**config.mk**
```make
export PLATFORM = sky130hd
export DESIGN_NAME = robot_wall_follower
export DESIGN_NICKNAME = d
export VERILOG_FILES = /design/src/rtl/robot_wall_follower.sv
export SDC_FILE = /design/constraint.sdc
export NUM_CORES = 1
export LEC_CHECK = 0
export CAP_MARGIN = 40
export CORE_AREA = 2 2 39 41
export CTS_BUF_LIST = sky130_fd_sc_hd__clkbuf_2 sky130_fd_sc_hd__clkbuf_4 sky130_fd_sc_hd__clkbuf_8
export CTS_CLUSTER_DIAMETER = 80
export DETAILED_ROUTE_END_ITERATION = 7
export DIE_AREA = 0 0 41 43
export PLACE_DENSITY = 0.81
export SLEW_MARGIN = 20
export SYNTH_ARGS = -nofsm -noshare
export SYNTH_HDL_FRONTEND = slang
export SYNTH_SLANG_ARGS = --single-unit
```
**constraint.sdc**
```tcl
create_clock -name clk -period 3.8 [get_ports clk]
set_input_delay 0.95 -clock clk [delete_from_list [all_inputs] [get_ports clk]]
set_output_delay 0.95 -clock clk [all_outputs]
set_load 0.01 [all_outputs]
```
**src/rtl/robot_wall_follower.sv**
```systemverilog
// Wall-following robot controller: debounced head/side sensors feeding a
// Moore FSM that advances along a wall, turns away from obstacles and
// searches for the wall when it is lost.
// Optional feature macro: ROBOT_STUCK_DETECT_EN (turn counter + STUCK state).
module robot_wall_follower #(
  parameter int unsigned DEB_LEN  = 3,
  parameter int unsigned TURN_MAX = 8
) (
  input  logic       clk,
  input  logic       reset,
  input  logic       enable,
  input  logic       side_sel,
  input  logic       h,
  input  logic       l,
  output logic       a,
  output logic       r,
  output logic       dir,
  output logic       stuck,
  output logic [2:0] state
);

  localparam int unsigned CNT_W = 4;

  typedef enum logic [2:0] {
    S_IDLE       = 3'd0,
    S_FOLLOW     = 3'd1,
    S_AVOID      = 3'd2,
    S_SEARCH_ROT = 3'd3,
    S_SEARCH_ADV = 3'd4,
    S_STUCK      = 3'd5
  } state_e;

  state_e             state_q, state_d;
  logic               hf_q, hf_d, lf_q, lf_d;
  logic [CNT_W-1:0]   hcnt_q, hcnt_d, lcnt_q, lcnt_d;

`ifdef ROBOT_STUCK_DETECT_EN
  localparam int unsigned TURN_W = (TURN_MAX > 1) ? $clog2(TURN_MAX) : 1;
  logic [TURN_W-1:0]  turn_q, turn_d;
`endif

  // Head sensor debounce: filtered value flips after DEB_LEN differing samples
  always_comb begin
    hf_d   = hf_q;
    hcnt_d = '0;
    if (h != hf_q) begin
      if (hcnt_q == CNT_W'(DEB_LEN - 1)) begin
        hf_d = h;
      end else begin
        hcnt_d = hcnt_q + CNT_W'(1);
      end
    end
  end

  // Side sensor debounce, identical behaviour to the head filter
  always_comb begin
    lf_d   = lf_q;
    lcnt_d = '0;
    if (l != lf_q) begin
      if (lcnt_q == CNT_W'(DEB_LEN - 1)) begin
        lf_d = l;
      end else begin
        lcnt_d = lcnt_q + CNT_W'(1);
      end
    end
  end

  // Next-state logic; head obstacle always wins over wall presence
  always_comb begin
    state_d = state_q;
`ifdef ROBOT_STUCK_DETECT_EN
    turn_d  = '0;
`endif
    if (!enable) begin
      state_d = S_IDLE;
    end else begin
      case (state_q)
        S_AVOID: begin
          if (hf_q) begin
`ifdef ROBOT_STUCK_DETECT_EN
            if (turn_q == TURN_W'(TURN_MAX - 1)) begin
              state_d = S_STUCK;
            end else begin
              state_d = S_AVOID;
              turn_d  = turn_q + TURN_W'(1);
            end
`else
            state_d = S_AVOID;
`endif
          end else if (lf_q) begin
            state_d = S_FOLLOW;
          end else begin
            state_d = S_SEARCH_ROT;
          end
        end
        S_STUCK: begin
          state_d = S_STUCK;
        end
        S_SEARCH_ROT: begin
          if (hf_q)      state_d = S_AVOID;
          else if (lf_q) state_d = S_FOLLOW;
          else           state_d = S_SEARCH_ADV;
        end
        default: begin
          if (hf_q)      state_d = S_AVOID;
          else if (lf_q) state_d = S_FOLLOW;
          else           state_d = S_SEARCH_ROT;
        end
      endcase
    end
  end

  // State, filter and turn-counter registers with synchronous reset
  always_ff @(posedge clk) begin
    if (reset) begin
      state_q <= S_IDLE;
      hf_q    <= 1'b0;
      lf_q    <= 1'b0;
      hcnt_q  <= '0;
      lcnt_q  <= '0;
`ifdef ROBOT_STUCK_DETECT_EN
      turn_q  <= '0;
`endif
    end else begin
      state_q <= state_d;
      hf_q    <= hf_d;
      lf_q    <= lf_d;
      hcnt_q  <= hcnt_d;
      lcnt_q  <= lcnt_d;
`ifdef ROBOT_STUCK_DETECT_EN
      turn_q  <= turn_d;
`endif
    end
  end

  // Moore output decode from the current state
  always_comb begin
    a     = 1'b0;
    r     = 1'b0;
    dir   = 1'b0;
    stuck = 1'b0;
    case (state_q)
      S_FOLLOW:     a = 1'b1;
      S_SEARCH_ADV: a = 1'b1;
      S_AVOID: begin
        r   = 1'b1;
        dir = side_sel;
      end
      S_SEARCH_ROT: begin
        r   = 1'b1;
        dir = ~side_sel;
      end
`ifdef ROBOT_STUCK_DETECT_EN
      S_STUCK:      stuck = 1'b1;
`endif
      default: ;
    endcase
  end

  assign state = state_q;

endmodule

```
==> Word-level counts from Yosys, hierarchy flattened <==
Index checks and enable logic that the tools add are counted.
{ "word_totals": {"memories": 0, "rom_bits": 0, "reg_bits": 13, "ram_bits": 0, "latch_bits": 0, "inputBits": 6} }
{ "op_classes": {"n_mul": 0, "div": 0, "eq_ne": 9, "shift": 0, "n_bitwise": 4, "magnitude_cmp": 0, "n_reduce_logical": 7, "muxes": 8, "add_sub_neg": 2} }
{ "ops": {"columns": ["cell", "count"], "rows": [
  ["$mux W3", 3],
  ["$add A4 B1 Y4 const B", 2],
  ["$eq A4 B2 Y1 const B", 2],
  ["$eq A3 B2 Y1 const B", 2],
  ["$eq A3 B3 Y1 const B", 2],
  ["$pmux W3 S2", 1],
  ["$reduce_or A2 Y1", 3],
  ["$reduce_or A3 Y1", 2],
  ["$not A1 Y1", 4],
  ["$reduce_and A2 Y1", 2],
  ["$eq A3 B1 Y1 const B", 1],
  ["$mux W1", 2],
  ["$mux W2", 1],
  ["$ne A1 B1 Y1", 2],
  ["$pmux W1 S2", 1]
]} }

==> Longest topological paths before layout <==
Gate-level depths: netlist of the first run.
{ "depth": {"ltp_word": 3, "ltp_mapped": 5, "mapped_depth_nobuf": 5} }

==> Least setup slack after synthesis of the first run <==
OpenSTA, ideal clock, no wires.
{ "synth_timing": {"kind": "input to output", "start": "in side_sel", "end": "out dir", "cell_stages": 2, "t_arrival_ps": 1316, "required_ps": 2850, "slack_ps": 1534, "cell_sequence": "xnor2_1 nor3_1"} }
{ "synth_via": {"elab_chain_cells": 2} }
{ "synth_lines": {"columns": ["item", "line", "source"], "rows": [
  ["start, declared", "12", "input logic side_sel,"],
  ["$not A1 Y1", "151", "dir = ~side_sel;"],
  ["$pmux W1 S2 *", "142", "case (state_q)"],
  ["end, declared", "17", "output logic dir,"]
]} }
Every way passes the cells marked *; elsewhere a longest branch is shown, timed or not.

==> Worst setup path after layout of the first run <==
Same ends and word-level chain as after synthesis.

==> results of run 1 <==
per-layer routing:
metal | up-vias | global-route usage
met5 | - | 0
met4 | 0 | 0.100
met3 | 4 | 0.0628
met2 | 11 | 0.247
met1 | 227 | 0.184
li1 | 239 | -
area by class of cell:
| cell class | count | share of cell area |
|---|---|---|
| well taps | 16 | 0.0267 |
| flip-flops and latches | 13 | 0.347 |
| multi-input cells | 45 | 0.415 |
| clock buffers | 4 | 0.0400 |
| inverters | 5 | 0.0250 |
| repair buffers | 11 | 0.147 |
worst max path at each step:
stage,from,endpoint,slack (ns),cells past startpoint
5_1_grt,side_sel,dir,0.62,4
3_5_place_dp,side_sel,dir,0.67,4
4_1_cts,side_sel,dir,0.65,4
6_report,side_sel,dir,0.66,4
3_3_place_gp,side_sel,dir,0.67,4
2_1_floorplan,side_sel,dir,1.53,2
cells by family after synthesis:
| kind of cell | count (synthesis) | share of synthesized area |
|---|---|---|
| AO/OA/AOI/OAI | 6 | 0.0576 |
| other | 1 | 0.00617 |
| multiplexers | 2 | 0.0329 |
| AND/OR/NAND/NOR | 24 | 0.218 |
| buffers and inverters | 8 | 0.0597 |
| adder cells (fa/ha/maj) | 4 | 0.0823 |
| flip-flops | 13 | 0.428 |
| XOR/XNOR | 8 | 0.115 |
state kept, by name, indices dropped and copies added, names as in the netlist:
name    count
lcnt_q      4
lf_q        1
hf_q        1
hcnt_q      4
state       3
worst reg2reg max path: cells and delay by family, from the launching register on:
| family | cells | cell delay, ns |
|---|---|---|
| buffers and inverters | 1 | 0.06 |
| DFF | 1 | 0.39 |
| and+or+nand+nor | 3 | 0.67 |
| adders and majority gates | 1 | 0.19 |
through the flow:
stage	hold slack, ns	worst slack, ns	util	total power, uW	instance area [um^2]
2_1_floorplan	0.430	1.53	-	169	608
3_3_place_gp	0.443	0.675	0.521	184	721
3_5_place_dp	0.457	0.672	0.521	185	721
4_1_cts	0.477	0.654	0.542	276	751
5_1_grt	0.520	0.615	0.542	286	751
6_report	0.468	0.661	0.542	273	751
report_power, final:
part           internal, uW  switching [uW]
logic                  20.5            14.1
clock network          47.8            43.2
registers               141            6.15
cell usage after synthesis:
cell type / instances / share of area
ha_1: 4 / 0.082
nor3_1: 2 / 0.016
buf_4: 1 / 0.012
mux2i_1: 2 / 0.033
o21a_1: 1 / 0.012
nand3_1: 2 / 0.016
xor2_1: 2 / 0.029
or3_4: 2 / 0.037
nand2b_1: 1 / 0.010
buf_2: 2 / 0.016
a21oi_1: 3 / 0.025
nand3b_1: 1 / 0.012
inv_1: 5 / 0.031
nor4b_1: 1 / 0.014
nor3b_1: 3 / 0.037
dfxtp_1: 13 / 0.43
conb_1: 1 / 0.0062
a31oi_1: 2 / 0.021
nor2_1: 12 / 0.074
xnor2_1: 6 / 0.086
==> results.md, run 1 <==
* CTS Buf Count at 3
* Mapped Nets at 76
* WS Path Type: input port to output pin
* Slowest CP cell: clkdlybuf4s50_1
* Final Setup Violations at 0
* Net count, final at 89
* Crit-path cells: clkdlybuf4s50_1 > xnor2_1 > nor3_1 > clkdlybuf4s50_1
* CTS tree: built
* Register area share after synthesis at 0.428
* P&R area growth vs syn at 23.5%
* Ant diodes at 0
* Root Buffer: clkbuf_4
* Flop-to-flop setup slack at roughly 2.4 ns
* Largest net degree at the start of global routing at 10
* Met2 WL at roughly 560 um
* DRT iter0 DRCs at 3
* Cts-stage hold buffer count at 0
* First-pass GRT wire length at 1.90 mm
* CP Data Required Time at between 2 and 3 ns
* Multi-input gate area at around 310 um^2
* Slew Viols, Final at 0
* Max incr delay on CP at ~0.56 ns
* Die X at about 41 um
* H-tree levels at 1
* Hold_sp: hcnt_q[0]
* Remaining antenna violation count after routing at 0
* Number of buffers added for setup after CTS at 0
* HP Class: flip-flop to flip-flop
* Commonest non-fill, non-tap cell in the layout: dfxtp_1
* Via count of the first global-routing pass at 470
* Dpl hpwl at 869 um
* Final hold violations at 0
* Share of layout cells above drive strength 1 at 0.0769
* Post-synthesis average cell area at around 9.2 um^2
* Clock-pin slew on the worst setup and hold paths at about 0.070 ns
* GRT Total Usage at 0.164
* Final worst path period share at 0.826
* Gpl congestion at approximately 0.71
* Max-Cap Viols at 0
* Die Span Y at 43 um
* Post-synthesis instance total at between 60 and 70
* Overflow after GRT at 0
* Fmax achieved at between 300 and 400 MHz
* Worst Path Arrival at roughly 2.2 ns
* Hold path cells at 1
* Top layer in use: met4
* Row count at 14
* Starting Density at 0.439
* Maximum VDD drop at around 0.22 mV
* Reg-to-reg endpoint: lcnt_q[3]
* Run status: finished clean
* # IOs at 13
* R2R cell count at 5
* # resized after CTS at 0
* Synth cell types at 20
* Port Buffer Count at 11
* WL/cell at ~12 um
* Crit path top cell by count: clkdlybuf4s50_1
* Tmin final at approximately 3.1 ns
* CP bufs+invs at 2
* Met3 wire len at around 66 um
* Yosys warnings at 0
* Clock Path Buffers at 2
* Layout Cells excl Fill at 94
* Worst reg2reg startpoint: lcnt_q[0]
* Startpoint Class: input port
* Worst Skew at ~0.0054 ns
* RSZ-0062 raised after global routing: false
* Pwr Density at approximately 360 mW/mm^2
* Total die area at 0.00176 mm^2
* Setup_tns at 0 ns
* Drt first pass iters at 4
* Placed cell count at 90
* Leakage at 0.000282 uW
* Routed wire length at about 1.1 mm
* CORE AREA at 0.00138 mm^2
* Crit path max fanout at 1
* Reg area at about 260 um^2
* M1 WL at around 450 um
* Initial antenna violation count at 0
* Synth Register Bits at 13
* Clk Latency, worst-skew pair at approximately 0.27 ns
* Most frequent cells in the layout: dfxtp_1 (13), nor2_1 (12), clkdlybuf4s50_1 (11)
* Endpoint, Worst Hold: hcnt_q[0]
* Clock sink count at 13
* DRC violations left at 0
* Top delay family on crit path: buffers and inverters
* CP endpoint kind: output pin
* Via density at 5.12
* Vias post-DR at ~480
* # fillers at about 140
* Synth Cell Area at 608 um^2
Note: power is estimated with default switching activity, not from simulation.
==> inputs of run 2 (changes only) <==
Clock period 3.8 ns to 3 ns, I/O delays scaled along.
==> run 2 against run 1 <==
  * Register-to-register slack lost 0.78 ns
  * Routed wire length fell by 6.2%
  * Cell count unchanged
  * Clock skew down 0.0038 ns
  * Critical path depth is the same
  * Sequential power increased by 27%
  * Worst setup slack got worse by 0.41 ns
  * Sequential cell count unchanged
  * Combinational power grew 26%
  * Critical endpoint unchanged
  * Largest cell class unchanged
  * Highest routed layer unchanged
==> results.md, run 2 (same netlist as run 1, synthesis figures left out) <==
* Row count at 14 (unchanged)
* CORE AREA at 0.00138 mm^2 (unchanged)
* Run status: finished clean
* Remaining antenna violation count after routing at 0 (unchanged)
* CTS Buf Count at 3 (unchanged)
* Starting Density at 0.439 (unchanged)
* WS Path Type: input port to output pin
* Net Switching at 82.3 uW (+30%)
* CP endpoint kind: output pin
* Total die area at 0.00176 mm^2 (unchanged)
* Worst Path Arrival at 2.00 ns (-0.19 ns)
* Internal at 265 uW (+27%)
* Flop-to-flop setup slack at 1.66 ns (-0.78 ns)
* First-pass GRT wire length at 1.82 mm (-4.0%)
* Root Buffer: clkbuf_4
* Share of layout cells above drive strength 1 at 0.0769 (unchanged)
* Tmin final at between 2 and 3 ns
* HP Class: flip-flop to flip-flop
* Crit path max fanout at 1 (unchanged)
* WL/cell at 11.0 um (-6.2%)
* CP Data Required Time at 2.25 ns (-0.60 ns)
* Final Setup Violations at 0 (unchanged)
* # IOs at 13 (unchanged)
* Dpl hpwl at 803 um (-7.6%)
* Final hold violations at 0 (unchanged)
* Leakage at 0.000282 uW (unchanged)
* Setup_tns at 0 ns (unchanged)
* Commonest non-fill, non-tap cell in the layout: dfxtp_1
* RSZ-0062 raised after global routing: false
* DRT iter0 DRCs at 1 (-2)
* Clock sink count at 13 (unchanged)
* Startpoint Class: input port
* Ant diodes at 0 (unchanged)
* H-tree levels at 1 (unchanged)
* Total power at 347 uW (+27%)
* GRT Total Usage at 0.162 (-0.00117)
* Largest net degree at the start of global routing at 10 (unchanged)
* # resized after CTS at 0 (unchanged)
* DP Area at 721 um^2 (unchanged)
* Slew Viols, Final at 0 (unchanged)
* Most frequent cells in the layout: dfxtp_1 (13), nor2_1 (12), clkdlybuf4s50_1 (11)
* Number of buffers added for setup after CTS at 0 (unchanged)
* Via density at 4.89 (-4.4%)
* Die X at 41 um (unchanged)
* Vias post-DR at 460 (-4.4%)
* Overflow after GRT at 0 (unchanged)
* Port Buffer Count at 11 (unchanged)
* Pwr Density at 463 mW/mm^2 (+27%)
* Clock power share at 0.340 (+0.006)
* P&R area growth vs syn at 23.5% (unchanged)
* Comb pwr share at 0.125 (-0.002)
* Final worst path period share at 0.917
* Sw frac at 0.237 (+0.00442)
* Maximum VDD drop at 0.292 mV (+30%)
* DRC violations left at 0 (unchanged)
* CTS tree: built
* Worst Skew at 0.00165 ns (-0.00378 ns)
* Gpl congestion at 0.711 (+0.51%)
* Part of the power in registers at 0.536 (-0.004)
* Fmax achieved at 364 MHz
* # fillers at 132 (-4.3%)
* Fin util at 0.542 (unchanged)
* Net count, final at 89 (unchanged)
* Final non-filler cell area at 751 um^2 (unchanged)
* Initial antenna violation count at 0 (unchanged)
* Die Span Y at 43 um (unchanged)
* Clock Path Buffers at 2 (unchanged)
* Routed wire length at 1.03 mm (-6.2%)
* Cts-stage hold buffer count at 0 (unchanged)
* Max-Cap Viols at 0 (unchanged)
* Clk Latency, worst-skew pair at 0.28 ns (about the same)
* Clock-pin slew on the worst setup and hold paths at 0.07 ns (about the same)
* Via count of the first global-routing pass at 427 (-9.1%)
* Drt first pass iters at 3 (-1)
-- run 2: cell counts in the layout (fill, tap and decap cells not counted) --
No cell type changed its count.
-- run 2: worst paths after layout --
kind | cells past startpoint | start | to
setup / recovery | 4 | side_sel | dir
hold / removal | 1 | lcnt_q[0] | lcnt_q[0]
setup reg to reg | 5 | lcnt_q[0] | lcnt_q[3]
hold reg to reg | 1 | lcnt_q[0] | lcnt_q[0]
-- run 2: final cells by class --
class	count	area, um^2	area share
inverter	5	18.8	0.0250
timing repair buffer	11	110	0.147
multi-input combinational	45	312	0.415
sequential	13	260	0.347
tap	16	20.0	0.0267
clock buffer	4	30.0	0.0400
-- run 2: per-layer routing --
metal / vias to the layer above / part of all wire / GRT usage / wire length [um]
li1: 238 / - / - / -
met3: 5 / 0.063 / 0.0785 / 65
met4: 0 / 0.035 / 0.120 / 36
met1: 205 / 0.41 / 0.180 / 422
met2: 12 / 0.49 / 0.228 / 508
met5: - / 0 / 0 / 0
-- run 2: power groups by stage --
stage / combinational [uW] / sequential [uW] / clock, uW
finish: 43.3 / 186 / 118
global route: 48.0 / 187 / 132
detailed placement: 43.7 / 190 / 0
CTS: 43.7 / 186 / 123
global placement: 42.6 / 190 / 0
floorplan: 26.5 / 188 / 0
-- run 2: stage by stage --
| stage | worst slack (ns) | hold WS [ns] | instances |
|---|---|---|---|
| CTS | 0.234 | 0.471 | 94 |
| finish | 0.250 | 0.467 | 94 |
| detailed placement | 0.223 | 0.456 | 90 |
| global route | 0.156 | 0.502 | 94 |
| global placement | 0.275 | 0.443 | 90 |
| floorplan | 1.13 | 0.430 | 66 |
-- run 2: critical path, stage by stage --
cell,delay [ns]
clkdlybuf4s50_1,0.41
xnor2_1,0.13
nor3_1,0.14
clkdlybuf4s50_1,0.57
